==> src/rtl/text_executor.sv <==
// -----------------------------------------------------------------------------
// text_executor
//   Executes text-mode instructions issued by the CPU register block against a
//   character/attribute video RAM of COLS x ROWS cells.
//
//   Opcodes: 0x00 TEXT_WRITE    write {arg1, arg0} at the cursor, advance cursor
//            0x01 TEXT_POSITION move the cursor to (arg0, arg1)
//            0x02 TEXT_CLEAR    fill every cell with {arg0, 8'h20}, home cursor
//            0x03 GET_TEXT_AT   read cell (arg0, arg1) into result_1/result_0
//
// Ports
//   phi2, reset_n            clock (rising edge) and synchronous active-low reset
//   instruction, arg_data    opcode and argument bytes, valid with the start pulse
//   instruction_start        one-cycle start pulse, accepted only when idle
//   instruction_busy         high from acceptance through the DONE cycle
//   instruction_finished     one-cycle completion pulse
//   instruction_error        level, last instruction failed
//   result_0 / result_1      character / attribute returned by GET_TEXT_AT
//   cursor_col / cursor_row  current cursor position
//   vram_*                   req/ack memory port; a same-cycle ack is accepted
// -----------------------------------------------------------------------------
module text_executor #(
  parameter int COLS = 80,
  parameter int ROWS = 30
) (
  input  logic        phi2,
  input  logic        reset_n,
  input  logic [7:0]  instruction,
  input  logic [7:0]  arg_data [0:10],
  input  logic        instruction_start,
  output logic        instruction_busy,
  output logic        instruction_finished,
  output logic        instruction_error,
  output logic [7:0]  result_0,
  output logic [7:0]  result_1,
  output logic [6:0]  cursor_col,
  output logic [4:0]  cursor_row,
  output logic        vram_req,
  output logic        vram_we,
  output logic [11:0] vram_addr,
  output logic [15:0] vram_wdata,
  input  logic        vram_ack,
  input  logic [15:0] vram_rdata
);

  localparam logic [7:0]  OP_WRITE    = 8'h00;
  localparam logic [7:0]  OP_POSITION = 8'h01;
  localparam logic [7:0]  OP_CLEAR    = 8'h02;
  localparam logic [7:0]  OP_GET      = 8'h03;

  localparam logic [7:0]  COLS_B    = 8'(COLS);
  localparam logic [7:0]  ROWS_B    = 8'(ROWS);
  localparam logic [6:0]  LAST_COL  = 7'(COLS - 1);
  localparam logic [4:0]  LAST_ROW  = 5'(ROWS - 1);
  localparam logic [11:0] LAST_ADDR = 12'(COLS * ROWS - 1);

  typedef enum logic [2:0] {S_IDLE, S_EXEC, S_MEM, S_CLEAR, S_DONE} state_t;

  state_t      state_q;
  logic [7:0]  op_q, arg0_q, arg1_q;
  logic        busy_q, finished_q, error_q, err_pend_q;
  logic [7:0]  result_0_q, result_1_q;
  logic [6:0]  cursor_col_q;
  logic [4:0]  cursor_row_q;
  logic        vram_req_q, vram_we_q;
  logic [11:0] vram_addr_q;
  logic [15:0] vram_wdata_q;

  // Argument bytes beyond the first two are not used by any opcode.
  logic unused_args;
  assign unused_args = ^{arg_data[2], arg_data[3], arg_data[4], arg_data[5],
                         arg_data[6], arg_data[7], arg_data[8], arg_data[9],
                         arg_data[10]};

  // Cursor position after a completed write, and the linear cell addresses.
  logic [6:0]  adv_col_d;
  logic [4:0]  adv_row_d;
  logic [11:0] cursor_addr_d, arg_addr_d;
  logic        arg_in_range_d;

  // NOTE: every always_comb output gets a default first so no latch is inferred.
  always_comb begin
    adv_col_d = cursor_col_q + 7'd1;
    adv_row_d = cursor_row_q;
    if (cursor_col_q == LAST_COL) begin
      adv_col_d = 7'd0;
      adv_row_d = (cursor_row_q == LAST_ROW) ? 5'd0 : cursor_row_q + 5'd1;
    end
    cursor_addr_d  = 12'(cursor_row_q) * 12'(COLS) + 12'(cursor_col_q);
    arg_addr_d     = 12'(arg1_q) * 12'(COLS) + 12'(arg0_q);
    arg_in_range_d = (arg0_q < COLS_B) && (arg1_q < ROWS_B);
  end

  // NOTE: sequential state uses non-blocking assignments only, so every
  // register samples the pre-edge values of its neighbours.
  always_ff @(posedge phi2) begin
    if (!reset_n) begin
      state_q      <= S_IDLE;
      op_q         <= 8'h00;
      arg0_q       <= 8'h00;
      arg1_q       <= 8'h00;
      busy_q       <= 1'b0;
      finished_q   <= 1'b0;
      error_q      <= 1'b0;
      err_pend_q   <= 1'b0;
      result_0_q   <= 8'h00;
      result_1_q   <= 8'h00;
      cursor_col_q <= 7'd0;
      cursor_row_q <= 5'd0;
      vram_req_q   <= 1'b0;
      vram_we_q    <= 1'b0;
      vram_addr_q  <= 12'd0;
      vram_wdata_q <= 16'h0000;
    end else begin
      finished_q <= 1'b0;
      case (state_q)
        S_IDLE: begin
          if (instruction_start) begin
            op_q       <= instruction;
            arg0_q     <= arg_data[0];
            arg1_q     <= arg_data[1];
            error_q    <= 1'b0;
            err_pend_q <= 1'b0;
            busy_q     <= 1'b1;
            state_q    <= S_EXEC;
          end
        end

        // Requests are raised on the edge that enters MEM/CLEAR so that a
        // tied-high ack completes in the first MEM/CLEAR cycle.
        S_EXEC: begin
          case (op_q)
            OP_WRITE: begin
              vram_req_q   <= 1'b1;
              vram_we_q    <= 1'b1;
              vram_addr_q  <= cursor_addr_d;
              vram_wdata_q <= {arg1_q, arg0_q};
              state_q      <= S_MEM;
            end
            OP_POSITION: begin
              if (arg_in_range_d) begin
                cursor_col_q <= arg0_q[6:0];
                cursor_row_q <= arg1_q[4:0];
              end else begin
                err_pend_q <= 1'b1;
              end
              finished_q <= 1'b1;
              state_q    <= S_DONE;
            end
            OP_CLEAR: begin
              vram_req_q   <= 1'b1;
              vram_we_q    <= 1'b1;
              vram_addr_q  <= 12'd0;
              vram_wdata_q <= {arg0_q, 8'h20};
              state_q      <= S_CLEAR;
            end
            OP_GET: begin
              if (arg_in_range_d) begin
                vram_req_q  <= 1'b1;
                vram_we_q   <= 1'b0;
                vram_addr_q <= arg_addr_d;
                state_q     <= S_MEM;
              end else begin
                err_pend_q <= 1'b1;
                finished_q <= 1'b1;
                state_q    <= S_DONE;
              end
            end
            default: begin
              err_pend_q <= 1'b1;
              finished_q <= 1'b1;
              state_q    <= S_DONE;
            end
          endcase
        end

        S_MEM: begin
          if (vram_ack) begin
            if (vram_we_q) begin
              cursor_col_q <= adv_col_d;
              cursor_row_q <= adv_row_d;
            end else begin
              result_0_q <= vram_rdata[7:0];
              result_1_q <= vram_rdata[15:8];
            end
            vram_req_q <= 1'b0;
            vram_we_q  <= 1'b0;
            finished_q <= 1'b1;
            state_q    <= S_DONE;
          end
        end

        // One cell per ack; the request stays up across cells so a
        // combinational ack gives one write per cycle.
        S_CLEAR: begin
          if (vram_ack) begin
            if (vram_addr_q == LAST_ADDR) begin
              vram_req_q   <= 1'b0;
              vram_we_q    <= 1'b0;
              cursor_col_q <= 7'd0;
              cursor_row_q <= 5'd0;
              finished_q   <= 1'b1;
              state_q      <= S_DONE;
            end else begin
              vram_addr_q <= vram_addr_q + 12'd1;
            end
          end
        end

        // Error is published one cycle after finished, never coincident.
        S_DONE: begin
          busy_q  <= 1'b0;
          error_q <= err_pend_q;
          state_q <= S_IDLE;
        end

        default: state_q <= S_IDLE;
      endcase
    end
  end

  assign instruction_busy     = busy_q;
  assign instruction_finished = finished_q;
  assign instruction_error    = error_q;
  assign result_0             = result_0_q;
  assign result_1             = result_1_q;
  assign cursor_col           = cursor_col_q;
  assign cursor_row           = cursor_row_q;
  assign vram_req             = vram_req_q;
  assign vram_we              = vram_we_q;
  assign vram_addr            = vram_addr_q;
  assign vram_wdata           = vram_wdata_q;

endmodule

==> config.mk <==
export PLATFORM = sky130hd
export DESIGN_NAME = text_executor
export DESIGN_NICKNAME = d
export VERILOG_FILES = /design/src/rtl/text_executor.sv
export SDC_FILE = /design/constraint.sdc
export NUM_CORES = 1
export LEC_CHECK = 0
export ABC_CLOCK_PERIOD_IN_PS = 5400
export CAP_MARGIN = 0
export CORE_MARGIN = 3
export CORE_UTILIZATION = 40
export CTS_CLUSTER_DIAMETER = 150
export CTS_CLUSTER_SIZE = 16
export DETAILED_ROUTE_END_ITERATION = 10
export GPL_ROUTABILITY_DRIVEN = 0
export GPL_TIMING_DRIVEN = 0
export HOLD_SLACK_MARGIN = 0.06
export PLACE_DENSITY = 0.73
export SKIP_CTS_REPAIR_TIMING = 1
export SYNTH_ARGS = -nofsm -noshare
export SYNTH_HDL_FRONTEND = slang
export SYNTH_SLANG_ARGS = --single-unit
==> constraint.sdc <==
create_clock -name phi2 -period 5.4 [get_ports phi2]
set_input_delay 0.81 -clock phi2 [delete_from_list [all_inputs] [get_ports phi2]]
set_output_delay 0.81 -clock phi2 [all_outputs]
set_load 0.01 [all_outputs]
; ---- Yosys cells after proc, flatten, opt, wreduce, memory -nomap -nowiden
; Cells that the tools add are included.
[word_totals]
output_inout_bits = 61
romBits = 0
latchBits = 0
regBits = 89
memories = 0
elab_cells = 122
ramBits = 0
[classes]
bitwise_logic = 1
magnitude_cmp = 2
n_addsub = 5
shifts = 0
reduce_logical = 20
n_div = 0
eq_ne = 24
mux = 52
n_mul = 2
[ops]
columns = op, count
row1 = $mux W7, 7
row2 = $mux W5, 8
row3 = $mux W12, 3
row4 = $pmux W12 S3, 1
row5 = $pmux W16 S2, 1
row6 = $pmux W12 S2, 1
row7 = $pmux W7 S3, 1
row8 = $ne A2 B2 Y1 const B, 9
row9 = $eq A8 B2 Y1 const B, 2
row10 = $mux W3, 5
row11 = $pmux W5 S3, 1
row12 = $pmux W1 S2, 7
row13 = $add A12 B1 Y12 const B, 1
row14 = $add A12 B7 Y12, 1
row15 = $add A12 B8 Y12, 1
row16 = $eq A12 B12 Y1 const B, 1
row17 = $mux W1, 12
row18 = $pmux W3 S4, 1
row19 = $ne A3 B3 Y1 const B, 3
row20 = $pmux W1 S3, 3
row21 = $pmux W3 S3, 1
row22 = $eq A8 B1 Y1 const B, 1
row23 = $logic_not A8 Y1, 1
row24 = $lt A8 B5 Y1 const B, 1
row25 = other kinds (25), 33

; ---- Longest topological paths before layout
[logic_depth]
ltp_word = 6
ltp_mapped = 10
mapped_depth_nobuf = 10

; ---- Worst setup path after synthesis
; OpenSTA, ideal clock, no wires.
[synth_timing]
path_kind = reg2reg
from = register cursor_row_q[3] (netlist: cursor_row[3])
to = register vram_addr_q[10] (netlist: vram_addr[10])
arrival_ps = 2298
stages_incl_launch_ff = 10
setup_time_ps = 117
path_slack_ps = 2984
path_cell_list = dfxtp_1 -> ha_1 -> ha_1 -> fa_1 -> xor2_1 -> o2111ai_1 -> and3_1 -> mux2i_1 -> nand3_1 -> a32o_1
[synth_between]
elab_chain_cells = 4
[synth_rtl]
columns = item, line
row1 = start: declaration, 64  ; logic [4:0] cursor_row_q;
row2 = start signal: assignment, 143  ; cursor_row_q <= arg1_q[4:0];
row3 = start signal: assignment, 181  ; cursor_row_q <= adv_row_d;
row4 = $mul A5 B3 Y8, 89  ; cursor_addr_d = 12'(cursor_row_q) * 12'(COLS) + 12'(cursor_col_q);
row5 = $add A12 B7 Y12, 89
row6 = $pmux W12 S3, 132  ; case (op_q)
row7 = $pmux W12 S2, 116  ; case (state_q)
row8 = end signal: assignment, 136  ; vram_addr_q <= cursor_addr_d;
row9 = end signal: assignment, 161  ; vram_addr_q <= arg_addr_d;
row10 = end signal: assignment, 205  ; vram_addr_q <= vram_addr_q + 12'd1;
row11 = end: declaration, 66  ; logic [11:0] vram_addr_q;
; Every way passes these cells.
; A chain may end at the register's enable or synchronous reset.

; ---- Worst setup path in the final report
[layout_timing]
from = register arg1_q[1]
to = register vram_addr_q[9] (netlist: vram_addr[9])
[layout_between]
elab_chain_cells = 5
[layout_rtl]
columns = item, line
row1 = start: declaration, 60  ; logic [7:0] op_q, arg0_q, arg1_q;
row2 = start signal: assignment, 121  ; arg1_q <= arg_data[1];
row3 = $mul A8 B3 Y8, 90  ; arg_addr_d = 12'(arg1_q) * 12'(COLS) + 12'(arg0_q);
row4 = $add A12 B8 Y12, 90
row5 = $mux W12, 158  ; if (arg_in_range_d) begin
row6 = $pmux W12 S3, 132
row7 = $pmux W12 S2, 116
; Parallel ways exist; a longest one is shown, timed or not. The select of a mux whose other input is x is not followed.

==> impl_metrics.toml <==
[run_status]
status = "finished, final reports clean"

[clock_network]
cts.sinks = 89
cts_max_path_buffers = 2
htreeDepth = 3
clock_latency_ns = 0.35
clkSlewWorstSetupHoldPaths_ns = 0.07
cts_tree = "yes"
clockRootBuffer = "clkbuf_16"
cts_buffers = 9

[layout]
fin_nets = 887
area_delta_synth_final_pct = 31.2
antenna_cells = 0
layout-drive-gt1-share = 0.0402
layout_commonest_cell = "nand2_1"
layout_common_cells = "135 x nand2_1, 104 x clkdlybuf4s50_1, 94 x a21oi_1, 89 x dfxtp_1, 29 x clkbuf_1"
post-route-util = 0.552

[power]
power.share.switching = 0.378
power_leakage_nw = 2.46
p_per_area_mw_per_mm2 = 390
peakVddDrop_v = 0.000213
pwr-share-comb = 0.376
p_int_mw = 1.57
pwr-share-clk = 0.271
pwr-share-seq = 0.354
p_sw_uw = 953

[timing]
setup-tns-final_ns = 0
hold_violations = 0
grt_setup_unrepaired = "no"
fmax_mhz = 368
slew_violations = 0
worst-slew-pin-transition_ns = 0.701
fin_skew_ns = 0.0108
period_minus_slack_ns = 2.72
post-route-period-util = 0.504
setup_viol = 0
max-slew-margin-rel = 0.533
fin_hold_ws_ns = 0.456

[worst_setup_path]
reg2reg_depth = 9
crit_chain = "ha_1 > ha_1 > ha_1 > o21a_1 > a21oi_1 > or3_1 > a21oi_1 > o21ai_0 > a211oi_1"
critPathArrivalTime_ns = 2.98
max_stage_delay_ns = 0.50
endpoint_kind = "register"
cp_common_cell = "ha_1"
critPathMaxFanout = 7
critPathRequiredTime_ns = 5.66
critPathKind = "reg -> reg"
start_kind = "register"
cp_slowest_cell = "dfxtp_1"

[route]
firstDrtPassIters = 5
finalWirelength_mm = 14.8
via_count = 5057
drc_errors = 0
drtIter0Drc = 303
antenna_left = 0
post_drt_wl_per_cell_um = 16.6
avgViaCountPerCell = 5.69

[floorplan]
die_w_um = 117
dieArea_mm2 = 0.0137
core.rowCount = 39
start_util = 0.421
die_h_um = 117
core_area_mm2 = 0.0117
ios = 177

[global_route]
grt_pass1_wl_mm = 23.9
overflow = 0
track_usage = 0.219
grt_antenna_before_repair = 0
grt_start_max_net_pins = 16
grt_pass1_vias = 5014

[hold_path]
hold_depth = 2
holdCritPathClass = "reg -> reg"

[placed_design]
io_buffers = 104
dpl.hpwl_mm = 11.3

[logic_synthesis]
synth_seq_cells = 89
synth_seq_area_share = 0.361
synthCells = 626
yosys_warnings = 0
synth_edf_count = 0
synthArstFlopShare = 0
netlist_area_mm2 = 0.00493
synth_cell_type_count = 61
synth.avg_cell_area_um2 = 7.87
synthFlopType = "dfxtp_1"
synth_fp_nets = 772

[flow_run]
maxCapViolCount = 0
-- metal layers --
metal	routed length, um	part of all wire	GRT usage
met1	6440	0.44	0.283
met2	6930	0.47	0.365
met3	1030	0.070	0.0329
met4	366	0.025	0.0940
met5	0	0	0
-- registers in the layout, indices dropped and copies added (netlist names) --
name and cells:
cursor_row 5, instruction_busy 1, vram_req 1, vram_addr 12, instruction_finished 1, vram_wdata 16
err_pend_q 1, result_1 8, vram_we 1, instruction_error 1, state_q 3, result_0 8
arg0_q 8, op_q 8, cursor_col 7, arg1_q 8
-- power groups by stage --
stage	combinational (mW)	clock [mW]	sequential (mW)
after floorplan	0.602	0	0.883
after global placement	0.912	0	0.900
after detailed placement	0.934	0	0.903
after CTS	0.941	0.686	0.888
after global routing	1.05	0.713	0.905
final	0.947	0.682	0.892
-- layout make-up --
| type | instances | area [um2] |
|---|---|---|
| Tap cell | 143 | 179 |
| Clock inverter | 6 | 90.1 |
| Inverter | 17 | 63.8 |
| Sequential cell | 89 | 1780 |
| Fill cell | 1108 | 5240 |
| Timing Repair Buffer | 104 | 1040 |
| Buffer | 36 | 168 |
| Multi-Input combinational cell | 484 | 2920 |
| Clock buffer | 10 | 229 |
-- worst paths after layout --
| path | from | endpoint | slack [ns] |
|---|---|---|---|
| worst min register to register | vram_wdata[7]$_SDFFE_PN0P_ | vram_wdata[7]$_SDFFE_PN0P_ | 0.46 |
| worst max-delay path | arg1_q[1]$_SDFFE_PN0P_ | vram_addr[9]$_SDFFE_PN0P_ | 2.68 |
| worst min-delay path | vram_wdata[7]$_SDFFE_PN0P_ | vram_wdata[7]$_SDFFE_PN0P_ | 0.46 |
| worst max register to register | arg1_q[1]$_SDFFE_PN0P_ | vram_addr[9]$_SDFFE_PN0P_ | 2.68 |
-- synthesized netlist by cell type, types with 3 or more instances --
master / count / area (um2)
a211o_1: 3 / 26.3
a211oi_1: 8 / 60.1
a21o_1: 6 / 45.0
a21oi_1: 94 / 470
a221oi_1: 4 / 35.0
and2_1: 4 / 25.0
and3_1: 9 / 56.3
buf_6: 3 / 33.8
clkbuf_1: 28 / 105
dfxtp_1: 89 / 1780
fa_1: 4 / 80.1
ha_1: 26 / 325
inv_1: 16 / 60.1
mux2i_1: 3 / 30.0
nand2_1: 135 / 507
nand2b_1: 3 / 18.8
nand3_1: 27 / 135
nand4_1: 8 / 50.1
nor2_1: 24 / 90.1
nor3_1: 20 / 100
nor4_1: 4 / 25.0
o211a_1: 4 / 40.0
o21ai_0: 25 / 125
o221ai_1: 9 / 78.8
or3_1: 8 / 50.1
xnor2_1: 11 / 96.3
xor2_1: 7 / 61.3
-- cell families (layout without fill, tap and decap cells) --
family                     Yosys count  after routing  synth area share
DFF                                 89             89             0.361
adders and majority gates           30             30            0.0822
and+or+nand+nor                    255            255             0.240
xor gates and xnor gates            20             20            0.0411
buffers and inverters               53            173            0.0470
AOI/OAI and AO/OA                  176            176             0.223
muxes                                3              3           0.00609
-- critical path: cells and delay by family, from the launching register on --
kind	cells	cell delay, ns
DFF	1	0.50
adders and majority gates	3	0.93
AOI/OAI and AO/OA	5	0.84
and+or+nand+nor	1	0.36
-- per-stage QoR --
step | power (mW) | setup WS [ns] | instances | instance area, um2
2_1_floorplan | 1.48 | 2.98 | 626 | 4930
3_3_place_gp | 1.81 | 2.53 | 873 | 6150
3_5_place_dp | 1.84 | 2.52 | 873 | 6150
4_1_cts | 2.52 | 2.70 | 889 | 6470
5_1_grt | 2.67 | 2.49 | 889 | 6470
6_report | 2.52 | 2.68 | 889 | 6470
(Power assumes the default switching activity.)
